==> config.mk <==
export PLATFORM = sky130hd
export DESIGN_NAME = hpm_counter_core
export DESIGN_NICKNAME = d
export VERILOG_FILES = /design/src/rtl/hpm_pkg.sv /design/src/rtl/hpm_event_counter.sv /design/src/rtl/hpm_counter_core.sv
export SDC_FILE = /design/constraint.sdc
export NUM_CORES = 1
export LEC_CHECK = 0
export CORE_MARGIN = 3
export CORE_UTILIZATION = 55
export CTS_BUF_LIST = sky130_fd_sc_hd__clkbuf_2 sky130_fd_sc_hd__clkbuf_4 sky130_fd_sc_hd__clkbuf_8
export CTS_CLUSTER_DIAMETER = 120
export DETAILED_ROUTE_END_ITERATION = 12
export PLACE_DENSITY = 0.85
export SLEW_MARGIN = 30
export SYNTH_ARGS = -nofsm -noshare
export SYNTH_HDL_FRONTEND = slang
export SYNTH_HIERARCHICAL = 1
export SYNTH_SLANG_ARGS = --single-unit
==> constraint.sdc <==
create_clock -name clk -period 3.49 [get_ports clk]
set_input_delay 0.5235 -clock clk [delete_from_list [all_inputs] [get_ports clk]]
set_output_delay 0.5235 -clock clk [all_outputs]
set_load 0.005 [all_outputs]
==> src/rtl/hpm_pkg.sv <==
// Purpose: shared constants for the hardware performance monitor slot.
// Latency: n/a (constants only).
// Backpressure: n/a.
// Contents: register addresses, CTRL/CMD bit positions and STATUS/counter
// indices used by hpm_counter_core and its bench.
package hpm_pkg;

  localparam int ADDR_W = 5;

  // Slot register map
  localparam logic [ADDR_W-1:0] ADDR_CTRL      = 5'd0;
  localparam logic [ADDR_W-1:0] ADDR_CMD       = 5'd1;
  localparam logic [ADDR_W-1:0] ADDR_SNAP_INST = 5'd2;
  localparam logic [ADDR_W-1:0] ADDR_SNAP_RD   = 5'd3;
  localparam logic [ADDR_W-1:0] ADDR_SNAP_WR   = 5'd4;
  localparam logic [ADDR_W-1:0] ADDR_SNAP_CYC  = 5'd5;
  localparam logic [ADDR_W-1:0] ADDR_STATUS    = 5'd6;

  // CTRL bits: global enable plus one enable per event counter
  localparam int CTRL_W        = 4;
  localparam int CTRL_EN_BIT   = 0;
  localparam int CTRL_INST_BIT = 1;
  localparam int CTRL_RD_BIT   = 2;
  localparam int CTRL_WR_BIT   = 3;

  // CMD bits (write-only, self-clearing by nature: they act only in the write cycle)
  localparam int CMD_CLEAR_BIT = 0;
  localparam int CMD_SNAP_BIT  = 1;

  // Counter indices; also the STATUS wrap-bit positions
  localparam int NUM_CNT  = 4;
  localparam int IDX_CYC  = 0;
  localparam int IDX_INST = 1;
  localparam int IDX_RD   = 2;
  localparam int IDX_WR   = 3;

endpackage

==> src/rtl/hpm_event_counter.sv <==
// Purpose: one CNT_W-bit wrapping counter with enable, increment and clear.
// Latency: inc in cycle n is visible on count in cycle n+1.
// Backpressure: none; clr overrides inc and suppresses the wrap pulse.
// Ports: clk, reset_n (async active-low), en, inc, clr -> count, wrap
// (wrap is a combinational pulse in the cycle whose edge rolls count to 0).
module hpm_event_counter #(
  parameter int CNT_W = 32
) (
  input  logic             clk,
  input  logic             reset_n,
  input  logic             en,
  input  logic             inc,
  input  logic             clr,
  output logic [CNT_W-1:0] count,
  output logic             wrap
);

  localparam logic [CNT_W-1:0] CNT_ONE = {{(CNT_W-1){1'b0}}, 1'b1};

  logic bump;
  assign bump = en & inc;

  // A clear in the same cycle means the counter never reaches 0 by wrapping.
  assign wrap = bump & ~clr & (&count);

  always_ff @(posedge clk or negedge reset_n) begin
    if (!reset_n) begin
      count <= '0;
    end else if (clr) begin
      count <= '0;
    end else if (bump) begin
      count <= count + CNT_ONE;
    end
  end

endmodule

==> src/rtl/hpm_counter_core.sv <==
// Purpose: FPro-slot performance monitor: cycle, inst, mem-rd and mem-wr counters.
// Latency: probe high in cycle n counts in cycle n+1; rd_data is combinational on addr.
// Backpressure: none; every slot access completes in its own cycle.
// Ports: clk, reset_n; slot bus cs/write/read/addr/wr_data -> rd_data;
// probe_inst/probe_mem_rd/probe_mem_wr event strobes sampled on clk.
module hpm_counter_core
  import hpm_pkg::*;
#(
  parameter int CNT_W = 32
) (
  input  logic              clk,
  input  logic              reset_n,
  input  logic              cs,
  input  logic              write,
  input  logic              read,
  input  logic [ADDR_W-1:0] addr,
  input  logic [31:0]       wr_data,
  output logic [31:0]       rd_data,
  input  logic              probe_inst,
  input  logic              probe_mem_rd,
  input  logic              probe_mem_wr
);

  logic [CTRL_W-1:0]  ctrl_q;
  logic [NUM_CNT-1:0] status_q;
  logic [CNT_W-1:0]   live [NUM_CNT];
  logic [CNT_W-1:0]   snap_q [NUM_CNT];
  logic [NUM_CNT-1:0] inc;
  logic [NUM_CNT-1:0] wrap;

  logic wr_en;
  logic ctrl_we;
  logic cmd_we;
  logic do_clear;
  logic do_snap;

  assign wr_en    = cs & write;
  assign ctrl_we  = wr_en & (addr == ADDR_CTRL);
  assign cmd_we   = wr_en & (addr == ADDR_CMD);
  assign do_clear = cmd_we & wr_data[CMD_CLEAR_BIT];
  assign do_snap  = cmd_we & wr_data[CMD_SNAP_BIT];

  // Reads have no side effect and only the low CTRL bits are stored.
  logic unused_ok;
  assign unused_ok = &{1'b0, read, wr_data[31:CTRL_W]};

  // Probes share clk, so they feed the counters directly.
  assign inc[IDX_CYC]  = 1'b1;
  assign inc[IDX_INST] = probe_inst   & ctrl_q[CTRL_INST_BIT];
  assign inc[IDX_RD]   = probe_mem_rd & ctrl_q[CTRL_RD_BIT];
  assign inc[IDX_WR]   = probe_mem_wr & ctrl_q[CTRL_WR_BIT];

  for (genvar k = 0; k < NUM_CNT; k++) begin : g_cnt
    hpm_event_counter #(
      .CNT_W (CNT_W)
    ) u_cnt (
      .clk     (clk),
      .reset_n (reset_n),
      .en      (ctrl_q[CTRL_EN_BIT]),
      .inc     (inc[k]),
      .clr     (do_clear),
      .count   (live[k]),
      .wrap    (wrap[k])
    );
  end

  always_ff @(posedge clk or negedge reset_n) begin
    if (!reset_n) begin
      ctrl_q <= '0;
    end else if (ctrl_we) begin
      ctrl_q <= wr_data[CTRL_W-1:0];
    end
  end

  // Wrap flags are sticky until CLEAR; CLEAR beats a same-cycle wrap.
  always_ff @(posedge clk or negedge reset_n) begin
    if (!reset_n) begin
      status_q <= '0;
    end else if (do_clear) begin
      status_q <= '0;
    end else begin
      status_q <= status_q | wrap;
    end
  end

  // Snapshot takes the registered counter values, so all four come from the
  // same pre-edge instant and a concurrent CLEAR or increment is not seen.
  always_ff @(posedge clk or negedge reset_n) begin
    if (!reset_n) begin
      for (int k = 0; k < NUM_CNT; k++) snap_q[k] <= '0;
    end else if (do_snap) begin
      for (int k = 0; k < NUM_CNT; k++) snap_q[k] <= live[k];
    end
  end

  always_comb begin
    rd_data = '0;
    case (addr)
      ADDR_CTRL:      rd_data[CTRL_W-1:0]  = ctrl_q;
      ADDR_SNAP_INST: rd_data[CNT_W-1:0]   = snap_q[IDX_INST];
      ADDR_SNAP_RD:   rd_data[CNT_W-1:0]   = snap_q[IDX_RD];
      ADDR_SNAP_WR:   rd_data[CNT_W-1:0]   = snap_q[IDX_WR];
      ADDR_SNAP_CYC:  rd_data[CNT_W-1:0]   = snap_q[IDX_CYC];
      ADDR_STATUS:    rd_data[NUM_CNT-1:0] = status_q;
      default:        rd_data = '0;
    endcase
  end

endmodule
==> impl_metrics.ini, run 1 <==
[run_status]
status = finished with violations
violations = hold timing

[synthesis]
synth_area_sq_um = 13900
syn_avg_cell_area_sq_um = 11.1
netlist_instances = 1252
synth-async-reset-ratio = 1.00
synth_warnings = 6
synth_compound_area_frac = 0.0593
synth_top_family_by_area = simple AND/OR/NAND/NOR gates
synthSimpleGateAreaFrac = 0.235
yosys.area_share.xor_xnor = 0.0327
synth.area.top_cells = dfrtp_1 47%, mux2_4 13%, nand3_1 5.8%, nand4_1 3.1%, xnor2_1 2.3%
yosysTopAreaCell = dfrtp_1
synth_edf_count = 0
ys_seq_area_frac = 0.475
ys_ff_latch = 264
synth.mux.area_fraction = 0.159
ys_types = 49
synth_fa_ha_area_frac = 0.00359
yosys.area.top_type_share = 0.475
ys.flop_type = dfrtp_1

[placement]
dp_hpwl_um = 23900
port_buffers = 47
routabilityCongestion = 0.932
dp_slack_ns = 0.320

[global_route]
antenna_found_initial = 0
track_usage = 0.264
grt_pass1_vias = 10700
grt.overflow.total = 0
grt_pass1_wl_um = 57300
grt_max_degree = 105

[clock_tree]
clock_latency_ns = 0.56
clock_sinks = 264
cts.repair.resized = 0
cts_setup_buffers = 0
root_buffer = clkbuf_8
h-tree-depth = 2
path_clk_slew_ns = 0.06
numCtsBuffers = 44
tritoncts = done
holdBufCountCts = 0
clock_path_buffers = 3

[timing]
setup_ws_ns = 0.304
rsz0062_at_grt = no
setup_viol = 0
fin_skew_ns = 0.0209
final_max_slew_viol_count = 0
setup_tns_ns = 0
timing.final.crit_share = 0.913
max_freq_mhz = 314
hold_slack_ns = -0.00132
final_hold_viol_count = 1
finalCriticalPeriod_ns = 3.19
worst_slew_pin_slew_ns = 0.817
relSlewSlack = 0.455

[final_layout]
insertedDiodeCount = 0
nFillCells = 1850
final_common_cell = dfrtp_1
final_cell_mix = 264 x dfrtp_1, 161 x nand3_1, 120 x mux2_4
area_delta_synth_final_pct = 12.5
nets = 1353
layout-drive-gt1-share = 0.219

[die]
ios = 77
fp.coreArea_sq_um = 24600
fp.dieH_um = 165
num_rows = 57
start_util = 0.566
die_width_um = 165
fp.dieArea_sq_um = 27300

[worst_setup_path]
cp_cell_sequence = clkdlybuf4s50_1 > or4b_2 > o32ai_1 > a221o_1 > clkdlybuf4s50_1
path_max_fanout = 5
regToRegSetupSlack_ns = 0.80
crit_top_cell = clkdlybuf4s50_1
cp.required_ns = 2.97
reg2reg_from = g_cnt[0].u_cnt/count[0]$_DFFE_PN0P_
slowest_stage = or4b_2
start_kind = primary input
rr_worst_depth = 6
startpoint = addr[4]
rr_endpoint = status_q[0]$_DFF_PN0_
max_stage_delay_ns = 0.78
cp-end-kind = primary output
worstSetupPathType = in2out
cp.arrival_ns = 2.66

[pwr]
cellPowerDensity_nw_per_um2 = 410
p_leak_nw = 7.14
finalPower_mw = 6.41
peakVddDrop_mv = 0.310

[run]
maxCapViolCount = 0

[drt]
drtPass1Iterations = 6
route.vias.total = 10800
drt_wl_total_um = 35400
drt-wirelength-per-cell_um = 21.4
drtIter0Drc = 1123
drtAntennaViolNets = 0
drcViolationCount = 0
viasPerCell = 6.51

[min_path]
hold_path_class = in2async
## through the flow
| stage | instance area [sq um] | util | hold slack (ns) | cells |
|---|---|---|---|---|
| 2_1_floorplan | 13900 | - | 0.228 | 1257 |
| 3_3_place_gp | 14800 | 0.601 | 0.478 | 1582 |
| 3_5_place_dp | 14800 | 0.601 | 0.486 | 1582 |
| 4_1_cts | 15700 | 0.637 | 0.0358 | 1655 |
| 5_1_grt | 15700 | 0.637 | 0.0571 | 1655 |
| 6_report | 15700 | 0.637 | -0.00132 | 1655 |
## worst max-delay path, delay by kind of cell
family / cells / cell delay (ns)
buf+inv: 2 / 1.03
simple gates: 1 / 0.78
compound gates: 2 / 0.32
## cell families (layout without fill, tap and decap cells)
family | count (synthesis) | in the layout
simple gates | 554 | 554
flops | 264 | 264
mux | 158 | 158
compound gates | 129 | 129
buf+inv | 90 | 164
xor+xnor | 52 | 52
fa+ha+maj | 4 | 4
other cells | 1 | 6
## worst max path at each step
stage               slack (ns)                              endpoint
floorplan                 1.11  g_cnt[0].u_cnt/count[30]$_DFFE_PN0P_
global placement          0.34                            rd_data[2]
detailed placement        0.32                            rd_data[2]
CTS                       0.32                            rd_data[2]
global route              0.19                            rd_data[3]
finish                    0.30                            rd_data[0]
## cells in the mapped netlist, types with 5 or more instances
cell	n
xor2_1	16
o21ai_0	12
nor2b_1	15
or2_2	5
dfrtp_1	264
mux2_2	25
mux2_4	120
xnor2_1	36
nand2b_1	8
or4_1	40
nor4_1	24
mux2i_1	13
clkbuf_1	31
o31ai_1	41
nand3_1	161
and4_1	28
or3_1	20
and3_1	9
a21oi_1	56
buf_2	16
buf_1	10
and2_1	10
inv_1	13
buf_6	18
nand4_4	8
nor2_1	74
nand2_1	41
nand4_1	68
nor3_1	20
## state kept, by name, indices dropped and copies added (netlist names)
register           flops
ctrl_q                 4
snap_q               128
status_q               4
g_cnt.u_cnt/count    128
## final cells by class
cell class | instances | area (sq um) | share of cell area
clock buffers | 61 | 771 | 0.0492
clock inverters | 12 | 110 | 0.00703
inverters | 13 | 51.3 | 0.00328
multi-input cells | 903 | 6860 | 0.438
flip-flops and latches | 264 | 6610 | 0.422
well taps | 324 | 405 | 0.0259
repair buffers | 78 | 858 | 0.0548
## where the power goes
group	leakage [nW]	switching [mW]	total (mW)	internal, mW
Clock	0.477	1.25	2.82	1.57
Combinational	3.02	0.215	0.348	0.132
Sequential	3.64	0.115	3.24	3.13
Total	7.14	1.58	6.41	4.83
## metal layers
layer | up-vias | wire length [um] | track usage
met5 | - | 0 | 0
met4 | 0 | 1610 | 0.116
met3 | 97 | 2270 | 0.0451
met2 | 461 | 16600 | 0.417
met1 | 5416 | 14900 | 0.360
li1 | 4798 | - | -
No activity file was read; power rests on OpenSTA's default activity.
==> inputs of run 2 (changes only) <==
==> constraint.sdc (replaced) <==
create_clock -name clk -period 3.2 [get_ports clk]
set_input_delay 0.48 -clock clk [delete_from_list [all_inputs] [get_ports clk]]
set_output_delay 0.48 -clock clk [all_outputs]
set_load 0.005 [all_outputs]
==> impl_metrics.ini, run 2 (synthesis results as in run 1) <==
[min_path]
min_to = status_q[0]$_DFF_PN0_
worstHoldPathCells = 1
hp-start = status_q[0]$_DFF_PN0_
hold_path_class = reg2reg

[worst_setup_path]
rr_worst_depth = 7
rr_endpoint = status_q[0]$_DFF_PN0_
cp-end-kind = primary output
reg2reg_from = g_cnt[0].u_cnt/count[0]$_DFFE_PN0P_
path_max_fanout = 7
worstSetupPathType = in2out
cp.arrival_ns = 2.65
start_kind = primary input
cp.required_ns = 2.72
regToRegSetupSlack_ns = 0.77

[drt]
drtAntennaViolNets = 0
route.vias.total = 10900
drt_wl_total_um = 36400
viasPerCell = 6.53
drcViolationCount = 0
drtIter0Drc = 1164
drt-wirelength-per-cell_um = 21.8
drtPass1Iterations = 5

[final_layout]
register_area_sq_um = 6610
nets = 1359
area_delta_synth_final_pct = 13.7
multi_input_comb_area_sq_um = 6860
final_cell_mix = 264 x dfrtp_1, 161 x nand3_1, 120 x mux2_4
stdcell_count = 1671
nFillCells = 1799
final_common_cell = dfrtp_1
layout-drive-gt1-share = 0.227
utilization = 0.643
design_area_sq_um = 15800
reg_top3 = g_cnt.u_cnt/count x128, snap_q x128

[die]
num_rows = 57
start_util = 0.566
fp.dieH_um = 165
fp.coreArea_sq_um = 24600
ios = 77
die_width_um = 165
fp.dieArea_sq_um = 27300

[run_status]
status = complete, no violations

[pwr]
cellPowerDensity_nw_per_um2 = 458
power.internal_mw = 5.46
combPwrFrac = 0.054
pwr-share-seq = 0.488
clkPwrFrac = 0.458
p_leak_nw = 7.23
finalPower_mw = 7.25
switching_power_mw = 1.78
peakVddDrop_mv = 0.354
p_sw_frac = 0.246

[clock_tree]
h-tree-depth = 2
numCtsBuffers = 44
path_clk_slew_ns = 0.06
clock_latency_ns = 0.55
clock_sinks = 264
clock_path_buffers = 3
tritoncts = done
cts.repair.resized = 0
cts_setup_buffers = 0
root_buffer = clkbuf_8

[placement]
dp_slack_ns = 0.0938
routabilityCongestion = 0.933
port_buffers = 47
placed_area_sq_um = 14800
dp_hpwl_um = 24800
dp.cells = 1587

[global_route]
grt.overflow.total = 0
track_usage = 0.274
grt_pass1_vias = 10800
grt_pass1_wl_um = 59100
antenna_found_initial = 0
grt_max_degree = 92

[timing]
worst_slew_pin_slew_ns = 0.729
setup_viol = 0
final_max_slew_viol_count = 0
setup_tns_ns = 0
setup_ws_ns = 0.0727
fin_skew_ns = 0.0167
max_freq_mhz = 320
timing.final.crit_share = 0.977
relSlewSlack = 0.514
rsz0062_at_grt = no
hold_slack_ns = 0.502
finalCriticalPeriod_ns = 3.13
final_hold_viol_count = 0

[run]
maxCapViolCount = 0
[run 2: cell types whose count changed in the layout (fill, tap and decap cells not counted), sizes merged]
cell,delta
buf,+5
bufinv,-1
clkbuf,+9
diode,+1
dlygate4sd3,+1
inv,+1
[run 2: layer usage]
metal / vias up / global-route usage / routed length [um]
met5: - / 0 / 0
li1: 4812 / - / -
met2: 512 / 0.434 / 17300
met4: 0 / 0.115 / 1470
met1: 5498 / 0.376 / 15100
met3: 96 / 0.0424 / 2540
[run 2: worst max-delay path by stage]
stage / start / endpoint / slack, ns
detailed placement: addr[2] / rd_data[2] / 0.09
floorplan: ctrl_q[0]$_DFFE_PN0P_ / g_cnt[0].u_cnt/count[30]$_DFFE_PN0P_ / 0.82
global route: addr[2] / rd_data[0] / 0.005
CTS: addr[2] / rd_data[2] / 0.09
finish: addr[2] / rd_data[30] / 0.07
global placement: addr[2] / rd_data[2] / 0.14
[run 2: power groups by stage]
| stage | registers [mW] | clock network, mW | logic (mW) |
|---|---|---|---|
| finish | 3.54 | 3.32 | 0.391 |
| floorplan | 3.56 | 0 | 0.201 |
| detailed placement | 3.59 | 0 | 0.387 |
| global route | 3.55 | 3.51 | 0.432 |
| global placement | 3.59 | 0 | 0.369 |
| CTS | 3.54 | 3.35 | 0.392 |
[run 2: final cells by class]
class                      instances  area share
clock buffer                      70      0.0577
inverter                          13     0.00324
clock inverter                    12     0.00585
antenna                            1    0.000158
multi-input combinational        903       0.434
tap                              324      0.0256
timing repair buffer              84      0.0565
sequential                       264       0.417
[run 2: worst max-delay path, stage by stage]
cell             delay, ns
clkdlybuf4s50_1       0.55
or4b_2                0.76
o32ai_1               0.26
clkdlybuf4s50_1       0.59
[run 2: what timing repair did]
item,CTS,global route
endpoints found under the setup margin,0,0
endpoints found under the hold margin,60,0
hold buffers,1,0
